**config.mk**
```make
export PLATFORM = sky130hd
export DESIGN_NAME = demux_serial_router
export DESIGN_NICKNAME = d
export VERILOG_FILES = /design/src/rtl/demux_serial_router.sv
export SDC_FILE = /design/constraint.sdc
export NUM_CORES = 1
export LEC_CHECK = 0
export ABC_AREA = 1
export BUFFER_PORTS_ARGS = -buffer_cell sky130_fd_sc_hd__buf_2
export CAP_MARGIN = 20
export CORE_ASPECT_RATIO = 1.2
export CORE_UTILIZATION = 30
export CTS_BUF_LIST = sky130_fd_sc_hd__clkbuf_4 sky130_fd_sc_hd__clkbuf_8
export DETAILED_ROUTE_END_ITERATION = 8
export PLACE_DENSITY_LB_ADDON = 0.12
export SYNTH_ARGS = -nofsm -noshare
export SYNTH_HDL_FRONTEND = slang
export SYNTH_SLANG_ARGS = --single-unit
```
**constraint.sdc**
```tcl
create_clock -name clk -period 1.6 [get_ports clk]
set_input_delay 0.16 -clock clk [delete_from_list [all_inputs] [get_ports clk]]
set_output_delay 0.16 -clock clk [all_outputs]
set_load 0.02 [all_outputs]
```
**src/rtl/demux_serial_router.sv**
```systemverilog
// Serial feeder for the 1-to-4 demux: buffers one {dest, payload} frame and shifts it out MSB-first on i with s held.
// Optional build macro DEMUX_SERIAL_ROUTER_PARITY_EN appends an even-parity bit after the payload.
module demux_serial_router #(
    parameter int DATA_W  = 8,
    parameter int GAP_CYC = 1
) (
    input  logic              clk,
    input  logic              rst,
    input  logic              in_valid,
    output logic              in_ready,
    input  logic [1:0]        in_dest,
    input  logic [DATA_W-1:0] in_data,
    output logic              i,
    output logic [1:0]        s,
    output logic              busy,
    output logic              frame_done,
    output logic [1:0]        dbg_state_o
);

    // Handshake: a frame transfers at a rising edge where in_valid && in_ready;
    // in_ready is !buf_full_q, so it never depends combinationally on in_valid.

    localparam int CNT_W = $clog2(DATA_W + 1);
    localparam int GAP_W = 4;

    // IDLE is encoded as zero so dbg_state_o == 0 means idle.
    localparam logic [1:0] ST_IDLE  = 2'd0;
    localparam logic [1:0] ST_SHIFT = 2'd1;
    localparam logic [1:0] ST_GAP   = 2'd2;

`ifdef DEMUX_SERIAL_ROUTER_PARITY_EN
    localparam logic [CNT_W-1:0] CNT_LOAD = CNT_W'(DATA_W);
`else
    localparam logic [CNT_W-1:0] CNT_LOAD = CNT_W'(DATA_W - 1);
`endif
    localparam logic [GAP_W-1:0] GAP_LOAD = GAP_W'((GAP_CYC > 0) ? (GAP_CYC - 1) : 0);
    localparam logic             GAP_EN   = (GAP_CYC > 0);

    logic [1:0]        state_q,    state_d;
    logic              buf_full_q, buf_full_d;
    logic [1:0]        buf_dest_q, buf_dest_d;
    logic [DATA_W-1:0] buf_data_q, buf_data_d;
    logic [DATA_W-1:0] shift_q,    shift_d;
    logic [CNT_W-1:0]  cnt_q,      cnt_d;
    logic [GAP_W-1:0]  gap_q,      gap_d;
    logic              i_q,        i_d;
    logic [1:0]        s_q,        s_d;
    logic              done_q,     done_d;
`ifdef DEMUX_SERIAL_ROUTER_PARITY_EN
    logic              par_q,      par_d;
`endif

    always_comb begin
        state_d    = state_q;
        buf_full_d = buf_full_q;
        buf_dest_d = buf_dest_q;
        buf_data_d = buf_data_q;
        shift_d    = shift_q;
        cnt_d      = cnt_q;
        gap_d      = gap_q;
        i_d        = i_q;
        s_d        = s_q;
        done_d     = 1'b0;
`ifdef DEMUX_SERIAL_ROUTER_PARITY_EN
        par_d      = par_q;
`endif

        if (in_valid && !buf_full_q) begin
            buf_full_d = 1'b1;
            buf_dest_d = in_dest;
            buf_data_d = in_data;
        end

        case (state_q)
            ST_IDLE: begin
                if (buf_full_q) begin
                    // The MSB goes straight onto i so the first bit appears in the first SHIFT cycle.
                    i_d        = buf_data_q[DATA_W-1];
                    shift_d    = buf_data_q << 1;
                    s_d        = buf_dest_q;
                    cnt_d      = CNT_LOAD;
                    buf_full_d = 1'b0;
`ifdef DEMUX_SERIAL_ROUTER_PARITY_EN
                    par_d      = ^buf_data_q;
`endif
                    state_d    = ST_SHIFT;
                end
            end
            ST_SHIFT: begin
                if (cnt_q == '0) begin
                    i_d    = 1'b0;
                    done_d = 1'b1;
                    if (GAP_EN) begin
                        gap_d   = GAP_LOAD;
                        state_d = ST_GAP;
                    end else begin
                        state_d = ST_IDLE;
                    end
                end else begin
                    cnt_d   = cnt_q - CNT_W'(1);
                    shift_d = shift_q << 1;
`ifdef DEMUX_SERIAL_ROUTER_PARITY_EN
                    i_d     = (cnt_q == CNT_W'(1)) ? par_q : shift_q[DATA_W-1];
`else
                    i_d     = shift_q[DATA_W-1];
`endif
                end
            end
            ST_GAP: begin
                if (gap_q == '0) begin
                    state_d = ST_IDLE;
                end else begin
                    gap_d = gap_q - GAP_W'(1);
                end
            end
            default: begin
                state_d = ST_IDLE;
                i_d     = 1'b0;
            end
        endcase
    end

    always_ff @(posedge clk or posedge rst) begin
        if (rst) begin
            state_q    <= ST_IDLE;
            buf_full_q <= 1'b0;
            buf_dest_q <= 2'b00;
            buf_data_q <= '0;
            shift_q    <= '0;
            cnt_q      <= '0;
            gap_q      <= '0;
            i_q        <= 1'b0;
            s_q        <= 2'b00;
            done_q     <= 1'b0;
`ifdef DEMUX_SERIAL_ROUTER_PARITY_EN
            par_q      <= 1'b0;
`endif
        end else begin
            state_q    <= state_d;
            buf_full_q <= buf_full_d;
            buf_dest_q <= buf_dest_d;
            buf_data_q <= buf_data_d;
            shift_q    <= shift_d;
            cnt_q      <= cnt_d;
            gap_q      <= gap_d;
            i_q        <= i_d;
            s_q        <= s_d;
            done_q     <= done_d;
`ifdef DEMUX_SERIAL_ROUTER_PARITY_EN
            par_q      <= par_d;
`endif
        end
    end

    assign in_ready    = !buf_full_q;
    assign i           = i_q;
    assign s           = s_q;
    assign busy        = (state_q == ST_SHIFT) || (state_q == ST_GAP);
    assign frame_done  = done_q;
    assign dbg_state_o = state_q;

endmodule

```
; ---- Word-level counts from Yosys, hierarchy flattened
; Index checks and enable logic that the tools add are counted.
[word_totals]
ff_bits = 33
out_inout_bits = 8
input_bits = 13
[op_classes]
eq_ne = 7
mux = 21
reduce_logical = 13
bitwise_logic = 1
n_addsub = 2
[ops]
columns = cell, count
row1 = $mux W4, 4
row2 = $mux W8, 2
row3 = $pmux W4 S2, 2
row4 = $pmux W8 S2, 1
row5 = $ne A2 B2 Y1 const B, 5
row6 = $reduce_and A3 Y1, 3
row7 = $logic_not A4 Y1, 2
row8 = $sub A4 B1 Y4 const B, 2
row9 = $mux W1, 7
row10 = $mux W2, 3
row11 = $pmux W2 S3, 1
row12 = $reduce_and A2 Y1, 2
row13 = $reduce_bool A2 Y1, 2
row14 = $pmux W1 S3, 1
row15 = $eq A2 B1 Y1 const B, 1
row16 = $eq A2 B2 Y1 const B, 1
row17 = $logic_not A2 Y1, 1
row18 = $logic_and A1 B1 Y1, 1
row19 = $logic_not A1 Y1, 1
row20 = $logic_or A1 B1 Y1, 1
row21 = $not A1 Y1, 1

; ---- Depth between registers and ports, before layout
; Gate-level depths: netlist of run 1.
[depth]
depth_word = 5
ltp_mapped = 9
mapped_depth_nobuf = 9

; ---- Least setup slack after synthesis of run 1
; OpenSTA, ideal clock, no wires.
[synth_path]
path_type = register -> register
start = register state_q[0] (netlist: dbg_state_o[0])
end = register cnt_q[3]
required_ns = 1.472
arrival_ns = 1.390
stages_incl_launch_ff = 10
slack_ns = 0.082
setup_time_ns = 0.128
path_cell_list = dfrtp_1 > inv_1 > ha_1 > inv_1 > nor2_2 > nor2_1 > nand2_2 > buf_6 > nand2_1 > o21ai_0
[synth_via]
elab_chain_cells = 3
elab_cells_between_ends = 7
[synth_rtl]
columns = element, line
row1 = "start, declared", 39  ; logic [1:0] state_q, state_d;
row2 = "start signal, assigned", 139  ; state_q <= state_d;
row3 = $eq A2 B1 Y1 or $logic_not A2 Y1 (tied branches), 74  ; case (state_q)
row4 = $ne A2 B2 Y1 (no source line) or $reduce_bool A2 Y1 (tied branches), n/a
row5 = $reduce_and A3 Y1 (no source line), n/a
row6 = "end signal, assigned", 144  ; cnt_q <= cnt_d;
row7 = "end, declared", 44  ; logic [CNT_W-1:0] cnt_q, cnt_d;
; Several ways; a longest one is shown, not always the timed one.
; A chain may end at the register's enable or synchronous reset.

; ---- Worst setup path after layout of run 1
[layout_path]
start = register state_q[1] (netlist: dbg_state_o[1])
end = register shift_q[2]
[layout_via]
elab_chain_cells = 3
elab_cells_between_ends = 7
[layout_rtl]
columns = element, line
row1 = $eq A2 B1 Y1 or $logic_not A2 Y1 (tied branches), 74
row2 = $ne A2 B2 Y1 (no source line) or $reduce_bool A2 Y1 (tied branches), n/a
row3 = $reduce_and A3 Y1 (no source line), n/a
row4 = "end signal, assigned", 143  ; shift_q <= shift_d;
row5 = "end, declared", 43  ; logic [DATA_W-1:0] shift_q, shift_d;
; Several ways; a longest one is shown, not always the timed one.

==> results.md, run 1 <==
* Root buffer selected by CTS: clkbuf_8
* Number of endpoints with negative hold slack in the final report at 0
* Total core area at 4900 sq um
* Cell type with the highest occurrence count on the critical path: nor2_1
* Sequential share of the synthesized area at 52.3%
* Largest delay share family, worst path: flip-flops
* Number of vias per cell at 4.45
* Maximum vdd ir drop at 701 uV
* Post-detailed-placement half-perimeter wirelength at 2.13 mm
* Min-delay src: in_data[5]
* Fraction of layout cells with a size suffix above 1 at 25.1%
* Crit Reg-Reg Startpoint: dbg_state_o[1]
* # setup viols final at 0
* Critical path start-end classification: flop to flop
* Area of the multi-input gates at 636 sq um
* Residual antenna-violating net count after detailed routing at 0
* Cell area after synthesis at 1530 sq um
* Global-route total usage across every layer at 12.4%
* Sum of internal, switching and leakage power at 3.79 mW
* CP Cell Sequence: inv_1 > ha_2 > nor2_1 > nor2_1 > nand2_2 > buf_12 > o21ai_0
* Antenna diodes at 0
* Slew HR at 66.3%
* Max-cap violation count at 0
* Critical-path cell with the highest stage delay: dfrtp_1
* Remaining routing DRC violations at 0
* IO Pins at 21
* Clock-pin slew reported for the worst setup and hold paths after clock tree synthesis at 0.07 ns
* Htree depth at 2
* Clock tree from TritonCTS: built
* Endpoint class of the critical path: flop
* Weighted congestion at the end of routability-driven global placement at 0.721
* Worst path max stage delay at 0.41 ns
* Slew at the pin closest to its max-slew limit at 0.504 ns
* Power density cells at 2060 nW/um^2
* Number of I/O port buffers at 20
* Total number of clock tree sinks at 32
* Number of fillers in the final layout at 508
* Final worst path period need at 1.48 ns
* Synth unique cells at 19
* Critical path startpoint category: flop
* Detailed-route wire length per cell at 11.1 microns
* Worst min-delay path class: primary input to flop
* Count of buffering cells on the critical path with inverters included at 2
* Horiz. Die Dim at 67.2 microns
* Ratio of final minimum period to clock period at 92.6%
* Count of warnings emitted by yosys at 0
* Max-slew violation count at 0
* Sum Neg Setup Slack at 0 ns
* First-pass GRT wire length at 4.95 mm
* Number of global-route vias before repair at 1135
* Maximum number of pins on one net before global-route repair at 33
* Req. time, crit path at 1.80 ns
* Max FO, Critical Path at 16
* Status: completed
* Area enclosed by the die boundary at 5400 sq um
* Static leakage at 0.944 nW
* Upper clock frequency limit at 675 MHz
* Source of the critical timing path: dbg_state_o[1]
* GRT overflow at 0
* Gate Count Post-Synth at 168
* Final net count at 217
* Site row count at 28
* Chip Height at 80.3 microns
* Register area at 801 sq um
* Initial core utilization at 31.2%
* Cts bufs inserted at 5
* Latest clock arrival within the worst-skew pair at 0.28 ns
* First-pass iteration count of the detailed router at 4
* Worst clock skew at 0.00659 ns
* Antenna violations before repair at 0
* Worst EP arrival at 1.68 ns
* Synth-to-layout area growth at 20.3%
* Deepest clock path buffer count at 2
* DR iter-0 viols at 25
* Sum of routed wire length over all layers at 2.86 mm
* Post-synthesis sequential element count at 32
* Net Count, Synth at 187
* Total vias in the final route at 1152
* Post-Syn Area per Cell at 9.12 sq um
sequential cells by signal (all words and copies together) (netlist names):
| signal | cells |
|---|---|
| cnt_q | 4 |
| buf_data_q | 8 |
| frame_done | 1 |
| dbg_state_o | 2 |
| i | 1 |
| buf_full_q | 1 |
| gap_q | 4 |
| buf_dest_q | 2 |
| s | 2 |
| shift_q | 7 |
synth_stat cells:
| library cell | count | share of area (%) |
|---|---|---|
| nand2_1 | 49 | 12 |
| dfrtp_1 | 32 | 52 |
| inv_1 | 20 | 4.9 |
| o21ai_0 | 14 | 4.6 |
| nor2_1 | 11 | 2.7 |
| mux2_2 | 10 | 7.4 |
| nand3_1 | 8 | 2.6 |
| ha_1 | 6 | 4.9 |
| mux2i_1 | 6 | 3.9 |
| a21oi_1 | 2 | 0.65 |
| o21ai_1 | 2 | 0.65 |
| buf_2 | 1 | 0.33 |
| buf_4 | 1 | 0.49 |
| buf_6 | 1 | 0.74 |
| inv_2 | 1 | 0.24 |
| nand2_2 | 1 | 0.41 |
| nand4_1 | 1 | 0.41 |
| nor2_2 | 1 | 0.41 |
| or2_2 | 1 | 0.41 |
path summary, 6_finish.rpt:
check                                 to  slack, ns  cells past startpoint
setup / recovery              shift_q[2]       0.12                      7
hold / removal             buf_data_q[5]       0.10                      2
min in group asynchronous  buf_dest_q[1]       0.50                      4
max in group asynchronous       gap_q[2]       0.80                      4
setup reg to reg              shift_q[2]       0.12                      7
hold reg to reg                 cnt_q[0]       0.48                      1
report_power, final:
part | switching [mW] | internal [mW] | total (mW) | leakage, nW
registers | 0.209 | 1.18 | 1.39 | 0.394
logic | 1.02 | 0.754 | 1.78 | 0.505
clock network | 0.307 | 0.326 | 0.633 | 0.0448
total | 1.54 | 2.26 | 3.79 | 0.944
worst reg2reg max path, delay by kind of cell, from the launching register on:
kind	cells	cell delay (ns)
fa+ha+maj	1	0.25
compound gates	1	0.17
buf+inv	2	0.27
simple gates	3	0.30
flops	1	0.41
what timing repair did:
item	4_1_cts	5_1_grt
gates resized for setup	0	3
setup buffers	0	1
endpoints found under the hold margin	32	0
hold buffers	1	0
endpoints found under the setup margin	0	11
layout make-up:
type / count / share of cell area (%)
inverters: 21 / 4.28
repair buffers: 26 / 8.69
multi-input cells: 112 / 34.5
flip-flops and latches: 32 / 43.4
clock buffers: 6 / 4.14
clock inverters: 2 / 0.883
well taps: 60 / 4.07
logic make-up (layout without fill, tap and decap cells):
logic type | after synthesis | count (layout) | share of synthesized area, %
buf+inv | 24 | 55 | 6.70
compound gates | 18 | 18 | 5.88
simple gates | 72 | 72 | 19.0
mux | 16 | 16 | 11.3
flops | 32 | 32 | 52.3
fa+ha+maj | 6 | 6 | 4.90
metrics by stage:
stage | area, sq um | hold WS, ns | utilization, % | setup WS, ns | instances
finish | 1840 | 0.101 | 37.6 | 0.119 | 259
global route | 1840 | 0.0919 | 37.6 | -0.00464 | 259
CTS | 1830 | 0.0925 | 37.3 | 0.0630 | 258
detailed placement | 1730 | 0.269 | 35.2 | 0.0367 | 249
global placement | 1730 | 0.269 | 35.2 | 0.107 | 249
floorplan | 1530 | 0.276 | - | 0.0815 | 168
metal layers:
layer / global-route usage [%] / routed length, microns
met5: 0 / 0
met4: 5.11 / 52
met3: 3.84 / 83
met2: 20.8 / 1430
met1: 14.3 / 1300
layout by cell type, fill, tap and decap left out, types with 2 or more instances in the layout:
| cell | synthesis | layout |
|---|---|---|
| nor2_1 | 11 | 11 |
| mux2i_1 | 6 | 6 |
| o21ai_1 | 2 | 2 |
| dfrtp_1 | 32 | 32 |
| ha_2 | 0 | 3 |
| o21ai_0 | 14 | 14 |
| a21oi_1 | 2 | 2 |
| buf_4 | 1 | 4 |
| nand3_1 | 8 | 8 |
| ha_1 | 6 | 3 |
| nand2_1 | 49 | 49 |
| mux2_2 | 10 | 10 |
| buf_2 | 1 | 20 |
| clkbuf_8 | 0 | 5 |
| inv_1 | 20 | 20 |
No activity file was read; power rests on OpenSTA's default activity.
==> inputs of run 2 (changes only) <==
- ABC_AREA: 1 -> not set
==> results.md, run 2 <==
* Antenna diodes at 0 (unchanged)
* Cell type contributing the most total cell area after synthesis: dfrtp_1
* Source of the critical timing path: gap_q[0]
* Depth of the most critical reg-to-reg path at 5 (-2)
* Combinational group share of total power at 52.8% (+6.0 points)
* Clock tree from TritonCTS: built
* Critical path start-end classification: flop to flop
* Remaining routing DRC violations at 0 (unchanged)
* Status: finished, violations left
* Number of global-route vias before repair at 1204 (+6.1%)
* Registers with the most flip-flops: buf_data_q (8), shift_q (7)
* Max FO, Critical Path at 2 (-14)
* Cell area after synthesis at 1570 sq um (+2.5%)
* Endpoint class of the critical path: flop
* Worst setup path end: dbg_state_o[0]
* Htree depth at 2 (unchanged)
* Gate Count Post-Synth at 132 (-21%)
* Total vias in the final route at 1215 (+5.5%)
* Maximum number of pins on one net before global-route repair at 33 (unchanged)
* Met3 Usage GRT at 3.79% (-0.043 points)
* Sum of routed wire length over all layers at 3.45 mm (+21%)
* Sw Share at 35.4% (-5.1 points)
* Initial core utilization at 31.5% (+0.31 points)
* Number of endpoints with negative hold slack in the final report at 0 (unchanged)
* Final net count at 211 (-2.8%)
* Proportion of power drawn by flip-flops and latches at 31.4% (-5.1 points)
* Req. time, crit path at 1.77 ns (-0.03 ns)
* Share of synthesized registers carrying an async set or reset at 100% (unchanged)
* Commonest cells in the synthesized netlist: dfrtp_1, o21ai_0, inv_1, mux2_2, mux2i_1
* Failing checks: setup timing
* First-pass iteration count of the detailed router at 6 (+2)
* Synth unique cells at 39 (+20)
* Post-layout utilization of the core at 45.0% (+7.4 points)
* Post-detailed-placement half-perimeter wirelength at 2.42 mm (+14%)
* Root buffer selected by CTS: clkbuf_8
* Register with the most flip-flops: buf_data_q
* Leading register cell type out of synthesis: dfrtp_1
* Total core area at 4970 sq um (+1.4%)
* Deepest clock path buffer count at 2 (unchanged)
* Top post-synthesis cells by area: dfrtp_1, mux2_2, mux2i_1
* First-pass GRT wire length at 5.60 mm (+13%)
* Top-count cell post-synth: dfrtp_1
* Max reg flops at 8 (unchanged)
* Chip Height at 81.2 microns (+1.2%)
* Post-route setup slack at -0.185 ns (-0.303 ns)
* Global-route total usage across every layer at 14.1% (+1.7 points)
* Sequential share of the synthesized area at 51.0% (-1.3 points)
* Max-cap violation count at 0 (unchanged)
* Slew at the pin closest to its max-slew limit at 0.460 ns (-0.0444 ns)
* Residual antenna-violating net count after detailed routing at 0 (unchanged)
* Maximum vdd ir drop at 737 uV (+5.2%)
* Latest clock arrival within the worst-skew pair at 0.28 ns (about the same)
* Number of fillers in the final layout at 468 (-7.9%)
* Antenna violations before repair at 0 (unchanged)
* Area enclosed by the die boundary at 5520 sq um (+2.4%)
* Commonest non-fill, non-tap cells in the layout: buf_4, dfrtp_1, buf_2
* Share of the synthesized area in the top cell type at 51.0% (-1.3 points)
* IO Pins at 21 (unchanged)
* Total net switching power at 1.50 mW (-2.4%)
* Static leakage at 1.04 nW (+11%)
* Worst min-delay path class: primary input to flop
* Worst slack on hold paths at 0.110 ns (+0.00967 ns)
* Slew HR at 69.3% (+3.0 points)
* Number of vias per cell at 4.80 (+8.0%)
* Final worst path period need at 1.78 ns (+0.303 ns)
* Met2 layer usage reported by global route at 23.6% (+2.8 points)
* Clock-pin slew reported for the worst setup and hold paths after clock tree synthesis at 0.07 ns (about the same)
* Global route hottest layer: met2
* R2R Setup Slk at -0.18 ns (-0.30 ns)
* Max-slew violation count at 0 (unchanged)
* Post-synthesis sequential element count at 32 (unchanged)
* Count of warnings emitted by yosys at 0 (unchanged)
* Number of I/O port buffers at 20 (unchanged)
* Detailed-route wire length per cell at 13.7 microns (+24%)
* DR iter-0 viols at 37 (+48%)
* Power density cells at 1890 nW/um^2 (-8.0%)
* Design internal power at 2.74 mW (+21%)
* Fraction of power consumed by the clock network at 15.8% (-0.9 points)
* Synth-to-layout area growth at 42.7%
* Most common library cell in the layout ignoring fill and taps: buf_4
* Post-Syn Area per Cell at 11.9 sq um (+30%)
* # setup viols final at 5 (+5)
* Crit Reg-Reg Startpoint: gap_q[0]
* Site row count at 28 (unchanged)
* Fraction of layout cells with a size suffix above 1 at 52.8% (+28 points)
* Met1 demand-to-capacity share in global routing at 16.6% (+2.2 points)
* Total number of clock tree sinks at 32 (unchanged)
* Horiz. Die Dim at 68.0 microns (+1.2%)
* Weighted congestion at the end of routability-driven global placement at 0.721 (about the same)
* GRT overflow at 0 (unchanged)
* RR Endpoint: dbg_state_o[0]
* Count of flip-flops with a built-in enable after synthesis at 0 (unchanged)
* Ratio of final minimum period to clock period at 112% (+19 points)
* Worst clock skew at 0.00665 ns (+0.0000640 ns)
* Cts bufs inserted at 5 (unchanged)
* Critical path startpoint category: flop
* Worst EP arrival at 1.95 ns (+0.27 ns)
* Unrepaired setup endpoints after global routing: true
* Net Count, Synth at 151 (-19%)
* Upper clock frequency limit at 560 MHz (-17%)
run 2: cell count changes after synthesis, moves of 3 or more:
| cell | previous run | this run |
|---|---|---|
| nand2b_1 | 0 | 3 |
| nor3b_1 | 0 | 3 |
| mux2i_1 | 6 | 9 |
| nor3_1 | 0 | 3 |
| inv_1 | 20 | 12 |
| nand3_1 | 8 | 0 |
| buf_2 | 1 | 4 |
| nand2_1 | 49 | 2 |
| nor2_1 | 11 | 1 |
run 2: cells by family after synthesis:
| kind of cell | Yosys count | synth area share, % |
|---|---|---|
| flops | 32 | 51.0 |
| simple gates | 21 | 8.93 |
| buf+inv | 19 | 5.34 |
| mux | 22 | 15.3 |
| compound gates | 32 | 14.6 |
| fa+ha+maj | 6 | 4.78 |
run 2: per-layer routing:
layer	vias up	wire (microns)
met4	0	86
met1	590	1450
met2	25	1810
met3	8	110
li1	592	-
met5	-	0
run 2: cell type report:
class / instances / area, sq um / share of cell area [%]
inverter: 12 / 45.0 / 2.01
multi-input combinational: 81 / 796 / 35.6
timing repair buffer: 60 / 423 / 18.9
clock buffer: 8 / 97.6 / 4.36
sequential: 32 / 802 / 35.8
tap: 60 / 75.1 / 3.35
run 2: worst min path at each step:
stage               start             to  cells after the start  slack, ns
2_1_floorplan         rst  buf_data_q[0]                      1       0.28
3_3_place_gp          rst  buf_dest_q[0]                      3       0.26
3_5_place_dp          rst           s[0]                      3       0.27
4_1_cts        in_dest[0]  buf_dest_q[0]                      2        0.1
5_1_grt        in_dest[0]  buf_dest_q[0]                      2       0.11
6_report       in_dest[0]  buf_dest_q[0]                      2       0.11
run 2: critical path: stages (launching register included):
cell and delay, ns:
dfrtp_1 0.39, inv_2 0.08, ha_4 0.13, or3b_4 0.40, a221oi_4 0.35, mux2_4 0.33
run 2: power by group through the flow:
stage / Clock, mW / Combinational, mW / Sequential [mW]
6_report: 0.672 / 2.24 / 1.33
5_1_grt: 0.730 / 2.44 / 1.38
4_1_cts: 0.694 / 1.94 / 1.33
3_5_place_dp: 0 / 1.88 / 1.34
3_3_place_gp: 0 / 1.84 / 1.33
2_1_floorplan: 0 / 1.13 / 1.37
run 2: per-stage QoR:
stage / std cells / total power, mW / setup WS [ns] / area (sq um) / setup TNS, ns
2_1_floorplan: 132 / 2.50 / -0.108 / 1590 / -0.108
3_3_place_gp: 234 / 3.16 / -0.171 / 1940 / -0.626
3_5_place_dp: 234 / 3.21 / -0.200 / 1940 / -2.05
4_1_cts: 246 / 3.97 / -0.196 / 2100 / -0.264
5_1_grt: 253 / 4.55 / -0.225 / 2240 / -1.39
6_report: 253 / 4.24 / -0.185 / 2240 / -0.460
run 2: timing repair:
item                       4_1_cts  5_1_grt
gates resized for setup          8       12
buffers inserted                 3        7
hold buffers                     1        0
pin swaps                        2        4
setup endpoints to repair       18       17
cloned                           0        0
hold endpoints to repair        32        0
